[src/rtl/axis_packet_arbiter_pkg.sv]
// Shared types and limits for the packet-granular AXI4-Stream arbiter.
package axis_packet_arbiter_pkg;

  localparam int unsigned MAX_INPUTS        = 16;
  localparam int unsigned STATS_COUNT_WIDTH = 32;

  typedef enum logic {
    IDLE = 1'b0,
    PASS = 1'b1
  } arb_state_t;

endpackage

[src/rtl/rr_priority_select.sv]
// Round-robin priority pick: first set request strictly after 'last' in
// ascending circular order. Purely combinational, reusable by other arbiters.
module rr_priority_select #(
  parameter int unsigned N  = 4,
  parameter int unsigned IW = (N > 1) ? $clog2(N) : 1
) (
  input  logic [N-1:0]  req,
  input  logic [IW-1:0] last,
  output logic [IW-1:0] idx,
  output logic          found
);

  logic [IW-1:0] cand;

  // Walk offsets 1..N from 'last'; the smallest offset with a request wins.
  always_comb begin
    idx   = '0;
    found = 1'b0;
    cand  = '0;
    for (int unsigned k = 1; k <= N; k++) begin
      cand = IW'((32'(last) + k) % N);
      if (!found && req[cand]) begin
        idx   = cand;
        found = 1'b1;
      end
    end
  end

endmodule

[src/rtl/axis_packet_arbiter.sv]
// Packet-granular round-robin arbiter sharing one AXI4-Stream egress between
// NUM_INPUTS upstream streams. The grant is held from a packet's first beat to
// its tlast beat; the datapath is a pure combinational mux.
// Optional per-input completed-packet counters: define AXIS_PACKET_ARBITER_STATS_EN.
module axis_packet_arbiter
  import axis_packet_arbiter_pkg::*;
#(
  parameter int unsigned NUM_INPUTS = 4,
  parameter int unsigned DATA_BYTES = 8,
  parameter int unsigned USER_WIDTH = 1,
  parameter int unsigned ID_WIDTH   = 1,
  parameter int unsigned DEST_WIDTH = 1
) (
  input  logic                              clk,
  input  logic                              rst,
  input  logic [NUM_INPUTS-1:0]             s_tvalid,
  output logic [NUM_INPUTS-1:0]             s_tready,
  input  logic [NUM_INPUTS-1:0]             s_tlast,
  input  logic [NUM_INPUTS*DATA_BYTES*8-1:0] s_tdata,
  input  logic [NUM_INPUTS*DATA_BYTES-1:0]  s_tkeep,
  input  logic [NUM_INPUTS*USER_WIDTH-1:0]  s_tuser,
  input  logic [NUM_INPUTS*ID_WIDTH-1:0]    s_tid,
  input  logic [NUM_INPUTS*DEST_WIDTH-1:0]  s_tdest,
  output logic                              m_tvalid,
  input  logic                              m_tready,
  output logic                              m_tlast,
  output logic [DATA_BYTES*8-1:0]           m_tdata,
  output logic [DATA_BYTES-1:0]             m_tkeep,
  output logic [DATA_BYTES-1:0]             m_tstrb,
  output logic [USER_WIDTH-1:0]             m_tuser,
  output logic [ID_WIDTH-1:0]               m_tid,
  output logic [DEST_WIDTH-1:0]             m_tdest,
  output logic [$clog2(NUM_INPUTS)-1:0]     grant,
  output logic                              busy
`ifdef AXIS_PACKET_ARBITER_STATS_EN
  ,
  output logic [NUM_INPUTS*STATS_COUNT_WIDTH-1:0] pkt_count
`endif
);

  localparam int unsigned GW = $clog2(NUM_INPUTS);
  localparam int unsigned DW = DATA_BYTES * 8;

  // Reject configurations outside the supported range at elaboration.
  if (NUM_INPUTS < 2 || NUM_INPUTS > MAX_INPUTS) begin : g_bad_num_inputs
    $error("axis_packet_arbiter: NUM_INPUTS must be within 2..16");
  end
  if (DATA_BYTES == 0) begin : g_bad_data_bytes
    $error("axis_packet_arbiter: DATA_BYTES must be at least 1");
  end

  arb_state_t    state;
  logic [GW-1:0] last_grant;
  logic [GW-1:0] next_grant;
  logic          req_found;
  logic          pkt_done;

  logic [DW-1:0]         data_arr [NUM_INPUTS];
  logic [DATA_BYTES-1:0] keep_arr [NUM_INPUTS];
  logic [USER_WIDTH-1:0] user_arr [NUM_INPUTS];
  logic [ID_WIDTH-1:0]   id_arr   [NUM_INPUTS];
  logic [DEST_WIDTH-1:0] dest_arr [NUM_INPUTS];

  // Split the packed per-input buses into indexable per-input views.
  for (genvar i = 0; i < NUM_INPUTS; i++) begin : g_unpack
    assign data_arr[i] = s_tdata[i*DW +: DW];
    assign keep_arr[i] = s_tkeep[i*DATA_BYTES +: DATA_BYTES];
    assign user_arr[i] = s_tuser[i*USER_WIDTH +: USER_WIDTH];
    assign id_arr[i]   = s_tid[i*ID_WIDTH +: ID_WIDTH];
    assign dest_arr[i] = s_tdest[i*DEST_WIDTH +: DEST_WIDTH];
  end

  rr_priority_select #(
    .N  (NUM_INPUTS),
    .IW (GW)
  ) u_select (
    .req   (s_tvalid),
    .last  (last_grant),
    .idx   (next_grant),
    .found (req_found)
  );

  // Payload mux follows the grant; it is only qualified by m_tvalid.
  assign m_tdata = data_arr[grant];
  assign m_tkeep = keep_arr[grant];
  assign m_tuser = user_arr[grant];
  assign m_tid   = id_arr[grant];
  assign m_tdest = dest_arr[grant];
  assign m_tlast = s_tlast[grant];
  assign m_tstrb = '1;

  // Handshake routing: only the granted input sees m_tready, only in PASS.
  always_comb begin
    m_tvalid = 1'b0;
    s_tready = '0;
    if (state == PASS) begin
      m_tvalid        = s_tvalid[grant];
      s_tready[grant] = m_tready;
    end
  end

  assign pkt_done = m_tvalid & m_tready & m_tlast;

  // Grant FSM: pick in IDLE, hold through PASS until the tlast handshake.
  always_ff @(posedge clk) begin
    if (rst) begin
      state      <= IDLE;
      grant      <= '0;
      last_grant <= GW'(NUM_INPUTS - 1);
      busy       <= 1'b0;
    end else begin
      unique case (state)
        IDLE: begin
          if (req_found) begin
            grant <= next_grant;
            state <= PASS;
            busy  <= 1'b1;
          end
        end
        PASS: begin
          if (pkt_done) begin
            last_grant <= grant;
            state      <= IDLE;
            busy       <= 1'b0;
          end
        end
        default: begin
          state <= IDLE;
          busy  <= 1'b0;
        end
      endcase
    end
  end

`ifdef AXIS_PACKET_ARBITER_STATS_EN
  // Per-input completed-packet counters, wrapping at 2^32.
  for (genvar i = 0; i < NUM_INPUTS; i++) begin : g_stats
    logic [STATS_COUNT_WIDTH-1:0] count;

    always_ff @(posedge clk) begin
      if (rst) begin
        count <= '0;
      end else if (pkt_done && (grant == GW'(i))) begin
        count <= count + STATS_COUNT_WIDTH'(1);
      end
    end

    assign pkt_count[i*STATS_COUNT_WIDTH +: STATS_COUNT_WIDTH] = count;
  end
`else
  // Statistics disabled: no counters and no pkt_count port.
`endif

endmodule

[config.mk]
export PLATFORM = sky130hd
export DESIGN_NAME = axis_packet_arbiter
export DESIGN_NICKNAME = d
export VERILOG_FILES = /design/src/rtl/axis_packet_arbiter_pkg.sv /design/src/rtl/rr_priority_select.sv /design/src/rtl/axis_packet_arbiter.sv
export SDC_FILE = /design/constraint.sdc
export NUM_CORES = 1
export LEC_CHECK = 0
export BUFFER_PORTS_ARGS = -buffer_cell sky130_fd_sc_hd__buf_2
export CORE_AREA = 4 4 154 156
export CTS_CLUSTER_DIAMETER = 30
export DETAILED_ROUTE_END_ITERATION = 8
export DIE_AREA = 0 0 158 160
export HOLD_SLACK_MARGIN = 0.05
export PLACE_DENSITY_LB_ADDON = 0.12
export SYNTH_ARGS = -nofsm -noshare
export SYNTH_HDL_FRONTEND = slang
export SYNTH_SLANG_ARGS = --single-unit
[constraint.sdc]
create_clock -name clk -period 2.66 [get_ports clk]
set_input_delay 0.665 -clock clk [delete_from_list [all_inputs] [get_ports clk]]
set_output_delay 0.665 -clock clk [all_outputs]
set_load 0.005 [all_outputs]
== Word level (Yosys, flattened, before mapping) ==
Cells that the tools add are included.

* Latch bits: 0
* Memories kept: 0
* Bits in registers: 6
* Input bits: 311
* ROM bits: 0
* RAM bits: 0
* Word-level logic and storage cells: 77

* Equality and inequality tests: 2
* Reduce and logical (&&, ||, !) cells: 10
* Div/mod/pow operators: 0
* Shifts and indexed selects: 0
* $add $sub $neg: 4
* Multiplexer cells: 45
* $mul: 0
* Bitwise logic cells: 5
* Magnitude comparators: 7

{| class="wikitable"
|+ Operators with widths
! kind !! number
|-
| binary-select mux 64 bit (select 2 bit) || 1
|-
| 2-to-1 mux 64 bit || 2
|-
| 2-to-1 mux 1 bit || 22
|-
| binary-select mux 1 bit (select 2 bit) || 9
|-
| binary-select mux 8 bit (select 2 bit) || 1
|-
| 2-to-1 mux 8 bit || 2
|-
| less-than comparator 2 x 3 -> 1 bit, second input constant || 5
|-
| 2-to-1 mux 2 bit || 4
|-
| AND reduction 2 bit || 3
|-
| adder 2 x 1 -> 2 bit, second input constant || 2
|-
| adder 2 bit, second input constant || 2
|-
| AND 4 bit || 1
|-
| logical AND 1 bit || 4
|-
| 2-to-1 mux 4 bit || 1
|-
| one-hot mux 1 bit (2 select lines) || 2
|-
| >= comparator 3 bit, second input constant || 1
|-
| zero test 1 bit || 3
|-
| inverter 2 -> 3 bit || 1
|-
| AND 1 bit || 2
|-
| demux 1 bit (select 2 bit) || 1
|-
| >= comparator 2 x 1 -> 1 bit, second input constant || 1
|-
| inequality test 2 x 1 -> 1 bit, second input constant || 1
|-
| inequality test 2 bit, second input constant || 1
|-
| inverter 1 bit || 1
|}

== Longest topological paths before layout ==
Gate-level depths: netlist (run 1).

* Word-level depth: 15
* Mapped depth: 6

== By module ==
Synthesis (run 1) repeated with hierarchy kept, for this count alone.

* Cells, all modules: 151
* Area, all modules: 2253.4 um^2

{| class="wikitable"
|+ Modules (own cells, without submodules)
! module !! cells each !! area an instance (um^2) !! times used
|-
| axis_packet_arbiter || 137 || 2162.1 || 1
|-
| rr_priority_select || 14 || 91.3 || 1
|}

== Worst setup path after synthesis (run 1) ==
OpenSTA, ideal clock, no wires.

* Kind: register to output
* Start: register grant[0]
* End: output port m_tdata[50]
* Required time: 1.995 ns
* Arrival time: 1.412 ns
* Cell stages (with the launch flop): 5
* Buffers on the path: 3
* Slack: 0.583 ns
* Cell sequence: dfxtp_1 -> buf_6 -> buf_4 -> buf_4 -> mux4_2

* Longest elaborated chain between the ends: 4

{| class="wikitable"
|+ RTL lines
! element !! line !! RTL
|-
| from (decl) || axis_packet_arbiter.sv:33 || <nowiki>output logic [$clog2(NUM_INPUTS)-1:0] grant,</nowiki>
|-
| from (signal assigned) || axis_packet_arbiter.sv:115 || <nowiki>grant <= next_grant;</nowiki>
|-
| inverter 2 -> 3 bit (implied by the code) || axis_packet_arbiter.sv:84 || <nowiki>assign m_tdata = data_arr[grant];</nowiki>
|-
| binary-select mux 64 bit (select 2 bit) || axis_packet_arbiter.sv:84 ||
|-
| 2-to-1 mux 64 bit (implied by the code) (2 in series) || axis_packet_arbiter.sv:84 ||
|-
| to (decl) || axis_packet_arbiter.sv:27 || <nowiki>output logic [DATA_BYTES*8-1:0] m_tdata,</nowiki>
|}

Every way passes these cells. The select of a mux whose other input is x is not followed.

== Worst setup path in the final report (run 1) ==
* Start: register grant[0]
* End: output port m_tuser

* Longest elaborated chain between the ends: 4

{| class="wikitable"
|+ RTL lines
! element !! line !! RTL
|-
| inverter 2 -> 3 bit (implied by the code) || axis_packet_arbiter.sv:86 || <nowiki>assign m_tuser = user_arr[grant];</nowiki>
|-
| binary-select mux 1 bit (select 2 bit) || axis_packet_arbiter.sv:86 ||
|-
| 2-to-1 mux 1 bit (implied by the code) (2 in series) || axis_packet_arbiter.sv:86 ||
|-
| to (decl) || axis_packet_arbiter.sv:30 || <nowiki>output logic [USER_WIDTH-1:0] m_tuser,</nowiki>
|}

Every way passes these cells. The select of a mux whose other input is x is not followed.

==> results.yml, run 1 <==
outcome:
  status: "completed"
logic_synthesis:
  postSynthCellCount: 157
  synth_compound_area_share_pct: 4.906
  synth_top_family_by_area: "multiplexers"
  synth_xor_area_share_pct: 0
  avgSynthCellArea_um2: 14.46
  synth.distinct_cells: 27
  ys_top_cells_by_area: "mux4_2 75%, dfxtp_1 5.3%, buf_4 3.6%"
  synthMuxAreaShare_pct: 76.74
  synthTopCellsByCount: "76 x mux4_2, 11 x buf_4, 10 x nor2_1"
  yosys.area_share.adder_pct: 0
  synth-simple-area-share_pct: 5.127
  yosysSeqAreaShare_pct: 5.292
  syn_area_mm2: 0.002270
  synth-edff-count: 0
  synth_seq_cells: 6
  synth.most_common_cell: "mux4_2"
  yosys.area.top_type_share_pct: 75.41
  yosys_warnings: 0
  yosysTopAreaCell: "mux4_2"
  async_flop_share_pct: 0
  synthFlopType: "dfxtp_1"
cts:
  clkSinkCount: 6
  cts_root_buf: "clkbuf_16"
  cts_max_level: 1
  post_cts_buffers: 0
  clk_latency_ns: 0.23
  cts_inserted_buffers: 3
  cts_buffer_depth: 2
  ctsHoldBuffers: 0
  path_clk_slew_ns: 0.04
  tritoncts: "done"
  ctsResizeCount: 0
finish:
  final_nets: 851
  drive_gt1_share_pct: 89.24
  seq_area_um2: 127.6
  multi_input_area_mm2: 0.001999
  finalNonFillerCells: 824
  antenna_cells: 0
  area_growth_pct: 103.6
  fillers: 2492
worst_setup_path:
  crit_fanout: 48
  r2r_cells: 4
  crit_required_ns: 2.00
  reg2reg_setup_slack_ns: 0.89
  path_class: "flip-flop to output port"
  end_kind: "output port"
  cp.arrival_ns: 1.71
  r2r_start: "grant[1]"
  startpoint_type: "flip-flop"
  reg2reg_to: "last_grant[1]"
routing:
  vias: 3280
  post_drt_wl_per_cell_um: 19.17
  drc: 0
  wirelength_um: 15800
  drt_pass1_iterations: 4
  dr.first_iter.drc_count: 123
  ant_nets: 0
  viasPerCell: 3.981
place:
  io_buffers: 394
  gp_congestion: 0.8561
  hpwl_um: 14340
  place_inst: 820
timing:
  maxSlewViolCount: 0
  holdWs_ns: 0.4917
  grt_setup_unrepaired: "false"
  min_period_ns: 2.370
  setup_tns_ns: 0
  timing.fmax_mhz: 421.9
  setup_viol: 0
  finalHoldViolCount: 0
  fin_crit_sh_pct: 89.11
  clock_skew_ns: 0.002255
global_routing:
  grt_pass1_vias: 3444
  grt_usage_pct: 11.23
  grt.overflow.total: 0
  antenna_found_initial: 1
  grt_pass1_wl_um: 21930
  grt_max_degree: 49
flow_run:
  drv_cap: 0
worst_hold_path:
  min_from: "busy"
  worstHoldPathCells: 2
  hold_end: "busy"
  min_path_type: "flip-flop to flip-flop"
power:
  powerDensity_mw_per_mm2: 319.5
  power.total_mw: 1.476
  p_leak_nw: 2.224
  vdd_drop_max_mv: 0.2536
die:
  die_y_um: 160
  initial_core_util_pct: 10.15
  num_rows: 55
  dieArea_mm2: 0.02528
  die_w_um: 158
  io_pins: 403
  coreArea_mm2: 0.02237
through the flow:
stage	util, %	worst slack (ns)	cell area (um^2)
after global routing	20.66	0.1801	4621
final	20.66	0.2897	4621
after detailed placement	20.31	0.5037	4542
after CTS	20.66	0.2604	4621
after global placement	20.31	0.5157	4542
after floorplan	-	0.5828	2296
sequential cells by signal (all words and copies together) (netlist names):
| name | flops |
|---|---|
| busy | 1 |
| grant | 2 |
| last_grant | 2 |
| state | 1 |
cells by family (layout without fill, tap and decap cells):
| family | after synthesis | count (layout) |
|---|---|---|
| buf+inv | 32 | 407 |
| other cells | 1 | 8 |
| mux | 79 | 79 |
| flops | 6 | 6 |
| compound gates | 16 | 16 |
| simple gates | 23 | 23 |
cells in the final DEF, fill, tap and decap left out:
| master | instances |
|---|---|
| a21oi_1 | 4 |
| and2_4 | 1 |
| dfxtp_1 | 4 |
| a21o_1 | 1 |
| mux4_2 | 76 |
| clkbuf_1 | 1 |
| o22ai_1 | 5 |
| nand2_1 | 2 |
| inv_1 | 5 |
| a22oi_1 | 2 |
| nand3_1 | 2 |
| buf_12 | 3 |
| and3_1 | 1 |
| o221a_2 | 1 |
| nand3b_1 | 2 |
| nand2b_1 | 2 |
| nor2b_1 | 2 |
| dfxtp_4 | 2 |
| a221oi_1 | 1 |
| a211o_1 | 1 |
| clkbuf_16 | 3 |
| buf_2 | 394 |
| o41ai_1 | 1 |
| buf_4 | 1 |
| conb_1 | 8 |
| nor4_1 | 1 |
| nor2_1 | 10 |
| mux2i_1 | 3 |
layout make-up:
| type | count | area share [%] |
|---|---|---|
| multi-input cells | 126 | 43.27 |
| inverters | 5 | 0.4062 |
| well taps | 285 | 7.717 |
| flip-flops and latches | 6 | 2.762 |
| clock buffers | 4 | 1.706 |
| repair buffers | 398 | 44.14 |
worst max-delay path by stage:
stage                   from          end  cells after the start
floorplan           grant[0]  m_tdata[50]                      4
global placement    grant[0]  m_tdata[36]                      3
detailed placement  grant[0]  m_tdata[36]                      3
CTS                 grant[0]  m_tdata[36]                      3
global route        grant[0]      m_tuser                      3
finish              grant[0]      m_tuser                      3
metal layers:
layer	vias to the layer above	share of wire, %	global-route usage (%)
met5	-	0.044	0
met4	2	0.076	0.4653
met3	4	8.5	1.951
met2	202	55	22.04
met1	1609	37	13.21
li1	1463	-	-
power breakdown:
group | internal (mW) | switching (mW) | total [mW]
clock | 0.199 | 0.0509 | 0.250
sequential | 0.104 | 0.0170 | 0.121
combinational | 0.669 | 0.437 | 1.11
total | 0.971 | 0.505 | 1.48
critical path, stage by stage (launching register included):
cell	delay [ns]
dfxtp_4	0.36
buf_12	0.31
mux4_2	0.58
buf_2	0.16
Power figures use the tool's default switching activity.
==> run 2: changes to the inputs <==
GPL_TIMING_DRIVEN = 0   (was default)
==> results.yml, run 2 (synthesis results as in run 1) <==
die:
  die_w_um: 158
  initial_core_util_pct: 10.15
  coreArea_mm2: 0.02237
  dieArea_mm2: 0.02528
  die_y_um: 160
  io_pins: 403
  num_rows: 55
cts:
  tritoncts: "done"
  cts_inserted_buffers: 3
  cts_max_level: 1
  path_clk_slew_ns: 0.03
  cts_buffer_depth: 2
  ctsHoldBuffers: 0
  clkSinkCount: 6
  cts_root_buf: "clkbuf_16"
  clk_latency_ns: 0.23
global_routing:
  grt_pass1_wl_um: 23810
  grt.overflow.total: 0
  grt_max_degree: 11
  antenna_found_initial: 1
  grt_usage_pct: 12.20
  grt_pass1_vias: 3787
routing:
  post_drt_wl_per_cell_um: 20.19
  drt_pass1_iterations: 4
  vias: 3400
  ant_nets: 0
  dr.first_iter.drc_count: 133
  viasPerCell: 4.019
  wirelength_um: 17080
  drc: 0
finish:
  fillers: 2512
  drive_gt1_share_pct: 89.29
  multi_input_area_mm2: 0.001999
  layout_common_cells: "406 x buf_2, 76 x mux4_2, 10 x nor2_1"
  finalNonFillerCells: 846
  layout_commonest_cell: "buf_2"
  seq_area_um2: 120.1
  area_growth_pct: 107.9
  final_nets: 873
  reg.largest.list: "grant x2, last_grant x2"
timing:
  setup_ws_ns: 0.1531
  setup_viol: 0
  clock_skew_ns: 0.001476
  timing.fmax_mhz: 398.9
  maxSlewViolCount: 0
  holdWs_ns: 0.4870
  finalHoldViolCount: 0
  setup_tns_ns: 0
  fin_crit_sh_pct: 94.24
  grt_setup_unrepaired: "false"
  min_period_ns: 2.507
power:
  powerDensity_mw_per_mm2: 321.9
  vdd_drop_max_mv: 0.2029
  p_leak_nw: 2.317
worst_setup_path:
  end_kind: "output port"
  crit_fanout: 10
  cp.arrival_ns: 1.84
  crit_required_ns: 2.00
  r2r_cells: 5
  startpoint_type: "flip-flop"
  path_class: "flip-flop to output port"
flow_run:
  drv_cap: 0
worst_hold_path:
  worstHoldPathCells: 2
  min_path_type: "flip-flop to flip-flop"
outcome:
  status: "completed"
place:
  pre_cts_slack_ns: -0.01563
  gp_congestion: 0.8584
  io_buffers: 393
  place_inst: 842
  hpwl_um: 15750
[run 2: cell count changes in the layout (fill, tap and decap cells not counted), sizes merged]
cell   before  now
buf       398  419
diode       0    1
[run 2: repair_timing]
item                                    CTS  global route
endpoints found under the setup margin   75            10
gates cloned                              0             0
resized for setup                        10             1
buffers inserted                          0             0
[run 2: layout make-up]
type                            instances  share of cell area (%)
Timing Repair Buffer                  393                   41.69
Antenna cell                            1                 0.05304
Clock buffer                            3                   1.591
Sequential cell                         6                   2.546
Tap cell                              285                   7.558
Inverter                                5                  0.3978
Buffer                                 27                   3.792
Multi-Input combinational cell        126                   42.38
[run 2: through the flow]
step / total power [mW] / utilization, % / area, um^2
2_1_floorplan: 0.7210 / - / 2296
3_3_place_gp: 1.284 / 20.65 / 4619
3_5_place_dp: 1.297 / 20.65 / 4619
4_1_cts: 1.552 / 21.07 / 4712
5_1_grt: 1.637 / 21.10 / 4718
6_report: 1.519 / 21.10 / 4718
[run 2: final timing paths]
check	start	to	slack (ns)
min reg2reg	busy	busy	0.49
max reg2reg	grant[1]	last_grant[1]	0.92
max	grant[1]	m_tdest	0.15
min	busy	busy	0.49
[run 2: power breakdown]
part           internal, mW  total (mW)  switching [mW]
registers             0.103       0.116          0.0127
logic                 0.685        1.16           0.473
clock network         0.193       0.245          0.0521
total                 0.981        1.52           0.538
[run 2: worst max-delay path: stages, from the launching register on]
cell	delay, ns
dfxtp_1	0.36
buf_2	0.33
buf_2	0.36
mux4_2	0.40
buf_2	0.16
[run 2: routing by layer]
layer  vias up  GRT usage [%]  share of wire (%)
li1       1510              -                  -
met1      1696          14.65                 38
met2       188          23.37                 54
met3         6          2.087                7.9
met4         0          1.008               0.47
met5         -              0                  0
